`src/rtl/score_log_sequencer.sv`:
```
// Write/read sequencer for the reaction-game 8-word register file: clears it, logs scores,
// counts runs, tracks the best time and drives the display read address.
// Optional build macro SCORE_LOG_BEST_SLOT_EN reserves address 7 for the best score.
module score_log_sequencer #(
  parameter int SCORE_W    = 13,
  parameter int NUM_SLOTS  = 7,
  parameter int SCAN_TICKS = 500
) (
  input  logic               Clock,
  input  logic               Reset,
  input  logic               ScoreValid,
  input  logic [SCORE_W-1:0] ScoreIn,
  output logic               ScoreReady,
  input  logic               ClearLog,
  input  logic               DisplayTick,
  input  logic               ScanEnable,
  output logic [2:0]         RegWA,
  output logic [SCORE_W-1:0] RegLoadData,
  output logic               RegLoad,
  output logic [2:0]         RegRQ,
  output logic [SCORE_W-1:0] RunCount,
  output logic [SCORE_W-1:0] BestScore,
  output logic               BestValid,
  output logic               Busy
);

`ifdef SCORE_LOG_BEST_SLOT_EN
  localparam int HIST_SLOTS = (NUM_SLOTS > 6) ? 6 : NUM_SLOTS;
  typedef enum logic [2:0] {CLEAR, IDLE, WR_SCORE, WR_COUNT, WR_BEST} state_t;
`else
  localparam int HIST_SLOTS = (NUM_SLOTS > 7) ? 7 : NUM_SLOTS;
  typedef enum logic [2:0] {CLEAR, IDLE, WR_SCORE, WR_COUNT} state_t;
`endif

  localparam logic [2:0] LAST_SLOT = 3'(HIST_SLOTS);
  localparam int TW = (SCAN_TICKS > 1) ? $clog2(SCAN_TICKS) : 1;
  localparam logic [TW-1:0] TICK_LAST = TW'(SCAN_TICKS - 1);

  state_t             state_q, state_d;
  logic [2:0]         clrIdx_q, clrIdx_d;
  logic [SCORE_W-1:0] score_q, score_d;
  logic [2:0]         wptr_q, wptr_d;
  logic [2:0]         filled_q, filled_d;
  logic [SCORE_W-1:0] runCount_q, runCount_d;
  logic [SCORE_W-1:0] best_q, best_d;
  logic               bestValid_q, bestValid_d;
  logic [2:0]         scanIdx_q, scanIdx_d;
  logic [TW-1:0]      tickCnt_q, tickCnt_d;
`ifdef SCORE_LOG_BEST_SLOT_EN
  logic               improved_q, improved_d;
`endif

  logic [SCORE_W-1:0] runInc;
  logic [2:0]         latestSlot;

  assign runInc     = (runCount_q == '1) ? runCount_q : runCount_q + 1'b1;
  assign latestSlot = (wptr_q == 3'd1) ? LAST_SLOT : wptr_q - 3'd1;

  always_ff @(posedge Clock) begin
    if (Reset) begin
      state_q     <= CLEAR;
      clrIdx_q    <= 3'd0;
      score_q     <= '0;
      wptr_q      <= 3'd1;
      filled_q    <= 3'd0;
      runCount_q  <= '0;
      best_q      <= '1;
      bestValid_q <= 1'b0;
      scanIdx_q   <= 3'd1;
      tickCnt_q   <= '0;
`ifdef SCORE_LOG_BEST_SLOT_EN
      improved_q  <= 1'b0;
`endif
    end else begin
      state_q     <= state_d;
      clrIdx_q    <= clrIdx_d;
      score_q     <= score_d;
      wptr_q      <= wptr_d;
      filled_q    <= filled_d;
      runCount_q  <= runCount_d;
      best_q      <= best_d;
      bestValid_q <= bestValid_d;
      scanIdx_q   <= scanIdx_d;
      tickCnt_q   <= tickCnt_d;
`ifdef SCORE_LOG_BEST_SLOT_EN
      improved_q  <= improved_d;
`endif
    end
  end

  always_comb begin
    state_d     = state_q;
    clrIdx_d    = clrIdx_q;
    score_d     = score_q;
    wptr_d      = wptr_q;
    filled_d    = filled_q;
    runCount_d  = runCount_q;
    best_d      = best_q;
    bestValid_d = bestValid_q;
`ifdef SCORE_LOG_BEST_SLOT_EN
    improved_d  = improved_q;
`endif
    RegLoad     = 1'b0;
    RegWA       = 3'd0;
    RegLoadData = '0;
    ScoreReady  = 1'b0;

    case (state_q)
      CLEAR: begin
        RegLoad  = 1'b1;
        RegWA    = clrIdx_q;
        clrIdx_d = clrIdx_q + 3'd1;
        if (clrIdx_q == 3'd7) state_d = IDLE;
      end
      IDLE: begin
        ScoreReady = !ClearLog;
        if (ClearLog) begin
          state_d  = CLEAR;
          clrIdx_d = 3'd0;
        end else if (ScoreValid) begin
          score_d = ScoreIn;
          state_d = WR_SCORE;
        end
      end
      WR_SCORE: begin
        RegLoad     = 1'b1;
        RegWA       = wptr_q;
        RegLoadData = score_q;
        wptr_d      = (wptr_q == LAST_SLOT) ? 3'd1 : wptr_q + 3'd1;
        filled_d    = (filled_q < LAST_SLOT) ? filled_q + 3'd1 : filled_q;
        bestValid_d = 1'b1;
        if (!bestValid_q || score_q < best_q) best_d = score_q;
`ifdef SCORE_LOG_BEST_SLOT_EN
        improved_d  = !bestValid_q || score_q < best_q;
`endif
        state_d     = WR_COUNT;
      end
      WR_COUNT: begin
        RegLoad     = 1'b1;
        RegWA       = 3'd0;
        RegLoadData = runInc;
        runCount_d  = runInc;
`ifdef SCORE_LOG_BEST_SLOT_EN
        state_d     = improved_q ? WR_BEST : IDLE;
`else
        state_d     = IDLE;
`endif
      end
`ifdef SCORE_LOG_BEST_SLOT_EN
      WR_BEST: begin
        RegLoad     = 1'b1;
        RegWA       = 3'd7;
        RegLoadData = best_q;
        state_d     = IDLE;
      end
`endif
      default: begin
        state_d  = CLEAR;
        clrIdx_d = 3'd0;
      end
    endcase

    // Log state is wiped on entry to CLEAR so it reads as cleared for the whole sequence.
    if (state_d == CLEAR) begin
      runCount_d  = '0;
      best_d      = '1;
      bestValid_d = 1'b0;
      filled_d    = 3'd0;
      wptr_d      = 3'd1;
    end

    // Reset gates the write port so an abandoned write never reaches the register file.
    if (Reset) begin
      RegLoad     = 1'b0;
      RegWA       = 3'd0;
      RegLoadData = '0;
      ScoreReady  = 1'b0;
    end
  end

  // Scan position idles at slot 1 with a zero tick count whenever scanning is off or the log is empty.
  always_comb begin
    scanIdx_d = scanIdx_q;
    tickCnt_d = tickCnt_q;
    if (!ScanEnable || filled_q == 3'd0) begin
      scanIdx_d = 3'd1;
      tickCnt_d = '0;
    end else if (DisplayTick) begin
      if (tickCnt_q == TICK_LAST) begin
        tickCnt_d = '0;
        scanIdx_d = (scanIdx_q >= filled_q) ? 3'd1 : scanIdx_q + 3'd1;
      end else begin
        tickCnt_d = tickCnt_q + 1'b1;
      end
    end
  end

  assign RegRQ     = (Reset || filled_q == 3'd0) ? 3'd1 : (ScanEnable ? scanIdx_q : latestSlot);
  assign RunCount  = runCount_q;
  assign BestScore = best_q;
  assign BestValid = bestValid_q;
  assign Busy      = Reset || (state_q != IDLE);

endmodule

```
`config.mk`:
```
export PLATFORM = sky130hd
export DESIGN_NAME = score_log_sequencer
export DESIGN_NICKNAME = d
export VERILOG_FILES = /design/src/rtl/score_log_sequencer.sv
export SDC_FILE = /design/constraint.sdc
export NUM_CORES = 1
export LEC_CHECK = 0
export BUFFER_PORTS_ARGS = -buffer_cell sky130_fd_sc_hd__buf_2
export CAP_MARGIN = 30
export CORE_MARGIN = 5
export CORE_UTILIZATION = 55
export CTS_CLUSTER_SIZE = 20
export DETAILED_ROUTE_END_ITERATION = 6
export PLACE_DENSITY_LB_ADDON = 0.15
export SLEW_MARGIN = 40
export SYNTH_ARGS = -nofsm -noshare
export SYNTH_HDL_FRONTEND = slang
export SYNTH_SLANG_ARGS = --single-unit
export TNS_END_PERCENT = 30
```
`constraint.sdc`:
```
create_clock -name Clock -period 2.35 [get_ports Clock]
set_input_delay 0.235 -clock Clock [delete_from_list [all_inputs] [get_ports Clock]]
set_output_delay 0.235 -clock Clock [all_outputs]
set_load 0.005 [all_outputs]
```
# Yosys cells after proc, flatten, opt, wreduce, memory -nomap -nowiden
# Index checks and enable logic that the tools add are counted.
dict set report word_totals {
  elab_cells 72
  inputBits 19
  ff_bits 64
  output_inout_bits 49
}
dict set report op_classes {
  n_lt_le_gt_ge 3
  n_eq_ne 10
  n_reduce_logical 19
  add_sub_neg 7
  n_bitwise 2
  n_mux 21
}
# operator count
set ops {}
lappend ops {{2-to-1 mux 3 bit} 10}
lappend ops {{2-to-1 mux 13 bit} 2}
lappend ops {{one-hot mux 13 bit (2 select lines)} 1}
lappend ops {{adder 13 x 1 -> 13 bit (second input constant)} 1}
lappend ops {{== test 13 bit (second input constant)} 1}
lappend ops {{< comparator 13 bit} 1}
lappend ops {{adder 3 x 1 -> 3 bit (second input constant)} 4}
lappend ops {{one-hot mux 3 bit (4 select lines)} 1}
lappend ops {{adder 9 x 1 -> 9 bit (second input constant)} 1}
lappend ops {{== test 9 bit (second input constant)} 1}
lappend ops {{zero test 3 bit} 3}
lappend ops {{2-to-1 mux 9 bit} 1}
lappend ops {{one-hot mux 3 bit (3 select lines)} 1}
lappend ops {{AND reduction 2 bit} 4}
lappend ops {{== test 3 x 1 -> 1 bit (second input constant)} 2}
lappend ops {{== test 3 x 2 -> 1 bit (second input constant)} 2}
lappend ops {{== test 3 bit (second input constant)} 2}
lappend ops {{one-hot mux 3 bit (2 select lines)} 1}
lappend ops {{OR reduction 2 bit} 3}
lappend ops {{logical OR 1 bit} 4}
lappend ops {{2-to-1 mux 1 bit} 4}
lappend ops {{greater-or-equal comparator 3 bit} 1}
lappend ops {{zero test 1 bit} 3}
lappend ops {{< comparator 3 bit (second input constant)} 1}
lappend ops {{6 further kinds} 7}

# Depth between registers and ports, before layout
dict set report depth {
  ltp_word 5
  depth_mapped 8
  depth_no_buf 7
}

# Least setup slack after synthesis
# OpenSTA, ideal clock, no wires.
dict set report synth_timing {
  kind {register to output}
  from {reg runCount_q[0] (netlist: RunCount[0])}
  to {out RegLoadData[0]}
  path_buffers 2
  arrival_ps 1710
  setup_slack_ps 405
  stages_incl_launch_ff 9
  required_time_ps 2115
  cell_sequence {dfxtp_1 > ha_1 > and3_1 > buf_2 > and3_1 > clkbuf_1 > nand3_2 > xnor2_1 > o21ai_0}
}
dict set report synth_via {
  elab_chain_cells 4
  word_cells_on_any_way 5
  cone_classes {1 x add/sub; 1 x eq/ne; 3 x mux}
}
# item line_no
set synth_rtl {}
lappend synth_rtl {{from (decl)} 44} ;# logic [SCORE_W-1:0] runCount_q, runCount_d;
lappend synth_rtl {{from (signal assigned)} 80} ;# runCount_q <= runCount_d;
lappend synth_rtl {{adder 13 x 1 -> 13 bit or == test 13 bit (tied branches)} 56} ;# assign runInc = (runCount_q == '1) ? runCount_q : runCount_q + 1'b1;
lappend synth_rtl {{2-to-1 mux 13 bit (*)} 56}
lappend synth_rtl {{one-hot mux 13 bit (2 select lines) (*)} 108} ;# case (state_q)
lappend synth_rtl {{2-to-1 mux 13 bit (*)} 173} ;# if (Reset) begin
lappend synth_rtl {{to (decl)} 18} ;# output logic [SCORE_W-1:0] RegLoadData,
# Every way passes the cells marked *; elsewhere a longest branch is shown, timed or not.

# Final worst setup path
dict set report layout_timing {
  from {reg runCount_q[1] (netlist: RunCount[1])}
  to {out RegLoadData[1]}
}
# The elaborated chain is that of the path after synthesis.

==> summary.txt <==
Status: finished clean
Post-route non-filler standard cell count: 586
Post-cts repair resize count: 3
Number of nets in the final layout: 549
Number of buffers inserted to repair setup after CTS: 0
Wire length of the first global-routing pass: 13600 um
Mean instance size in the synthesized netlist: 8.24 sq um
Type of the worst setup path: reg2out
Bufs on Longest Clock Path: 2
Pins Over Slew Limit: 0
Iteration-0 DRC Markers: 134
Setup repair after global routing missed its margin: true
List of cells traversed by the critical path: ha_2 -> and3_4 -> and3_2 -> nand3_4 -> mux2i_1 -> o21ai_0 -> buf_2
Post-CTS Hold Fix Bufs: 0
Number of design rule violations left after detail routing: 0
Path depth of the worst reg2reg path: 8
Internal reg-to-reg setup slack: 420 ps
Antenna Cells: 0
Tcrit/Tclk final: 95.7%
Post-detailed-route via-to-cell ratio: 5.49
Startpoint class of the critical path: flop
Standard-cell rows: 29
Effective utilization at floorplan: 56.8%
Share of post-route cells with drive strength above 1: 21.2%
Most common cell after layout, fill and taps aside: sky130_fd_sc_hd__nor2_1
Final hold violation count: 0
Unique masters post-synth: 44
Worst path top cell family by delay: simple AND/OR/NAND/NOR gates
Count of state elements after synthesis: 64
Total routing resource utilization after global routing: 19.7%
CTS tree: yes
Worst-Skew Late Latency: 340 ps
Cell Pwr Density: 464 nW/um^2
Leakage power total: 1.84 nW
Initial DRT Pass Iterations: 4
Overall die area: 8280 sq um
CTS sink count: 64
Sum of buffers and inverters on the critical path: 1
Most used cells in the layout excluding fill and tap cells: sky130_fd_sc_hd__nor2_1 (88), sky130_fd_sc_hd__buf_2 (67), sky130_fd_sc_hd__dfxtp_1 (62)
Setup crit end kind: output pin
Cell count after placement: 570
Via count of the routed design: 3216
Number of port buffers: 67
Worst path required time: 2120 ps
Post-synthesis instance total: 438
Post-layout minimum cycle time: 2250 ps
Die height: 91.0 um
Final setup fails: 0
Number of synthesis warnings: 0
Gpl congestion: 0.854
CP max FO: 8
Async set or reset register ratio after synthesis: 0%
Number of nets produced by synthesis: 483
I/O Pins: 68
Max VDD drop: 0.000338 V
Reg-to-Reg End: BestScore[4]$_SDFFE_PP1P_
Crit-path max cell delay: 370 ps
Number of H-tree levels: 3
CP arrival: 2010 ps
Dominant synthesized flop cell: sky130_fd_sc_hd__dfxtp_1
Hold WC Path Type: in2reg
Pin count of the biggest net entering global routing: 34
Fmax: 445 MHz
Worst Hold Launch: ScoreIn[9]
Post-DR wirelength/cell: 14.0 um
Setup Skew: 11.3 ps
Final core utilization: 66.5%
Minimum setup slack in the final design: 100 ps
Number of antenna violations at the first check in global routing: 0
Number of clock buffers inserted by TritonCTS: 9
Vias in the first global route: 2902
Post-detailed-placement half-perimeter wirelength: 6210 um
Cell with the biggest individual delay on the critical path: sky130_fd_sc_hd__dfxtp_2
ANT nets after route: 0
Maximum capacitance violations: 0
GRT Residual Overflow: 0
Hold Path Depth: 3
Total core area: 6350 sq um
Synthesized area: 3610 sq um
Sequential share of the synthesized area: 35.5%
Number of enable-type register cells in the synthesized netlist: 0
Root buffer selected by CTS: sky130_fd_sc_hd__clkbuf_8
Final Routed Wirelength: 8230 um
Width of the die: 91.0 um
RR Startpoint: BestScore[6]$_SDFFE_PP1P_
Post-CTS clock slew at the launch and capture registers of the worst setup and hold paths: 70 ps
Relative slew margins: 63.3%
Worst setup slack before clock tree synthesis: 192 ps
Worst-margin pin slew: 545 ps
Final total power: 1.96 mW
Synthesis-to-layout area growth: 17.1%
Worst hold path endpoint: score_q[9]$_SDFFE_PP0P_
cells in the mapped netlist, types with 2 or more instances:
| cell type | count | area (sq um) |
|---|---|---|
| sky130_fd_sc_hd__nor2_1 | 89 | 334 |
| sky130_fd_sc_hd__dfxtp_1 | 64 | 1280 |
| sky130_fd_sc_hd__mux2i_1 | 32 | 320 |
| sky130_fd_sc_hd__ha_1 | 26 | 325 |
| sky130_fd_sc_hd__nand2_1 | 26 | 97.6 |
| sky130_fd_sc_hd__inv_1 | 24 | 90.1 |
| sky130_fd_sc_hd__o21ai_0 | 23 | 115 |
| sky130_fd_sc_hd__a21oi_1 | 20 | 100 |
| sky130_fd_sc_hd__xor2_1 | 15 | 131 |
| sky130_fd_sc_hd__buf_2 | 12 | 60.1 |
| sky130_fd_sc_hd__and3_1 | 10 | 62.6 |
| sky130_fd_sc_hd__nand4_1 | 9 | 56.3 |
| sky130_fd_sc_hd__clkbuf_1 | 8 | 30.0 |
| sky130_fd_sc_hd__nand2b_1 | 8 | 50.1 |
| sky130_fd_sc_hd__a31oi_1 | 7 | 43.8 |
| sky130_fd_sc_hd__nor3_1 | 7 | 35.0 |
| sky130_fd_sc_hd__o211ai_1 | 7 | 52.6 |
| sky130_fd_sc_hd__xnor2_1 | 7 | 61.3 |
| sky130_fd_sc_hd__nand3_1 | 6 | 30.0 |
| sky130_fd_sc_hd__a21o_1 | 5 | 37.5 |
| sky130_fd_sc_hd__a211oi_1 | 3 | 22.5 |
| sky130_fd_sc_hd__or2_2 | 3 | 18.8 |
| sky130_fd_sc_hd__a22oi_1 | 2 | 15.0 |
| sky130_fd_sc_hd__and2_1 | 2 | 12.5 |
| sky130_fd_sc_hd__buf_4 | 2 | 15.0 |
| sky130_fd_sc_hd__nand3_2 | 2 | 20.0 |
| sky130_fd_sc_hd__nand3b_1 | 2 | 15.0 |
cells by family after synthesis:
| kind of cell | Yosys count | synth area share [%] |
|---|---|---|
| AOI/OAI and AO/OA | 79 | 14.2 |
| xor gates and xnor gates | 22 | 5.34 |
| adders and majority gates | 26 | 9.02 |
| buffers and inverters | 47 | 5.72 |
| DFF | 64 | 35.5 |
| muxes | 32 | 8.88 |
| other | 1 | 0.104 |
| and+or+nand+nor | 167 | 21.2 |
worst max path at each step:
stage,startpoint,to,cells past startpoint
2_1_floorplan,RunCount[0]$_SDFFE_PP0N_,RegLoadData[0],8
3_3_place_gp,RunCount[1]$_SDFFE_PP0N_,RegLoadData[0],7
3_5_place_dp,RunCount[1]$_SDFFE_PP0N_,RegLoadData[1],7
4_1_cts,RunCount[1]$_SDFFE_PP0N_,RegLoadData[1],7
5_1_grt,RunCount[1]$_SDFFE_PP0N_,RegLoadData[2],7
6_report,RunCount[1]$_SDFFE_PP0N_,RegLoadData[1],7
where the power goes:
part	internal [mW]	switching [mW]	total [mW]
clock	0.409	0.417	0.826
sequential	1.09	0.00327	1.09
combinational	0.0200	0.0225	0.0425
flip-flops by register name, indices dropped and copies added, names as in the netlist, 9 cells and up:
name / cells
score_q: 13
RunCount: 13
BestScore: 13
tickCnt_q: 9
routing by layer:
layer | part of all wire, % | track usage [%]
met5 | 0 | 0
met4 | 1.2 | 6.36
met3 | 6.6 | 5.12
met2 | 47 | 31.0
met1 | 46 | 26.3
tightest hold or removal path, delay by kind of cell:
kind	cells	cell delay [ps]
buffers and inverters	1	80
multiplexers	1	60
AND/OR/NAND/NOR	1	70
metrics by stage:
stage	cell area (sq um)	setup TNS (ps)	hold slack, ps
floorplan	3610	0	372
global placement	4030	0	475
detailed placement	4030	0	487
CTS	4200	0	129
global route	4230	-23.9	135
finish	4230	0	133
area by class of cell:
type,count,area (sq um)
well taps,77,96.3
fillers,547,2120
inverters,24,90.1
repair buffers,78,443
clock buffers,13,149
flip-flops and latches,64,1280
multi-input cells,327,2150
clock inverters,3,17.5
Note: power is estimated with default switching activity, not from simulation.
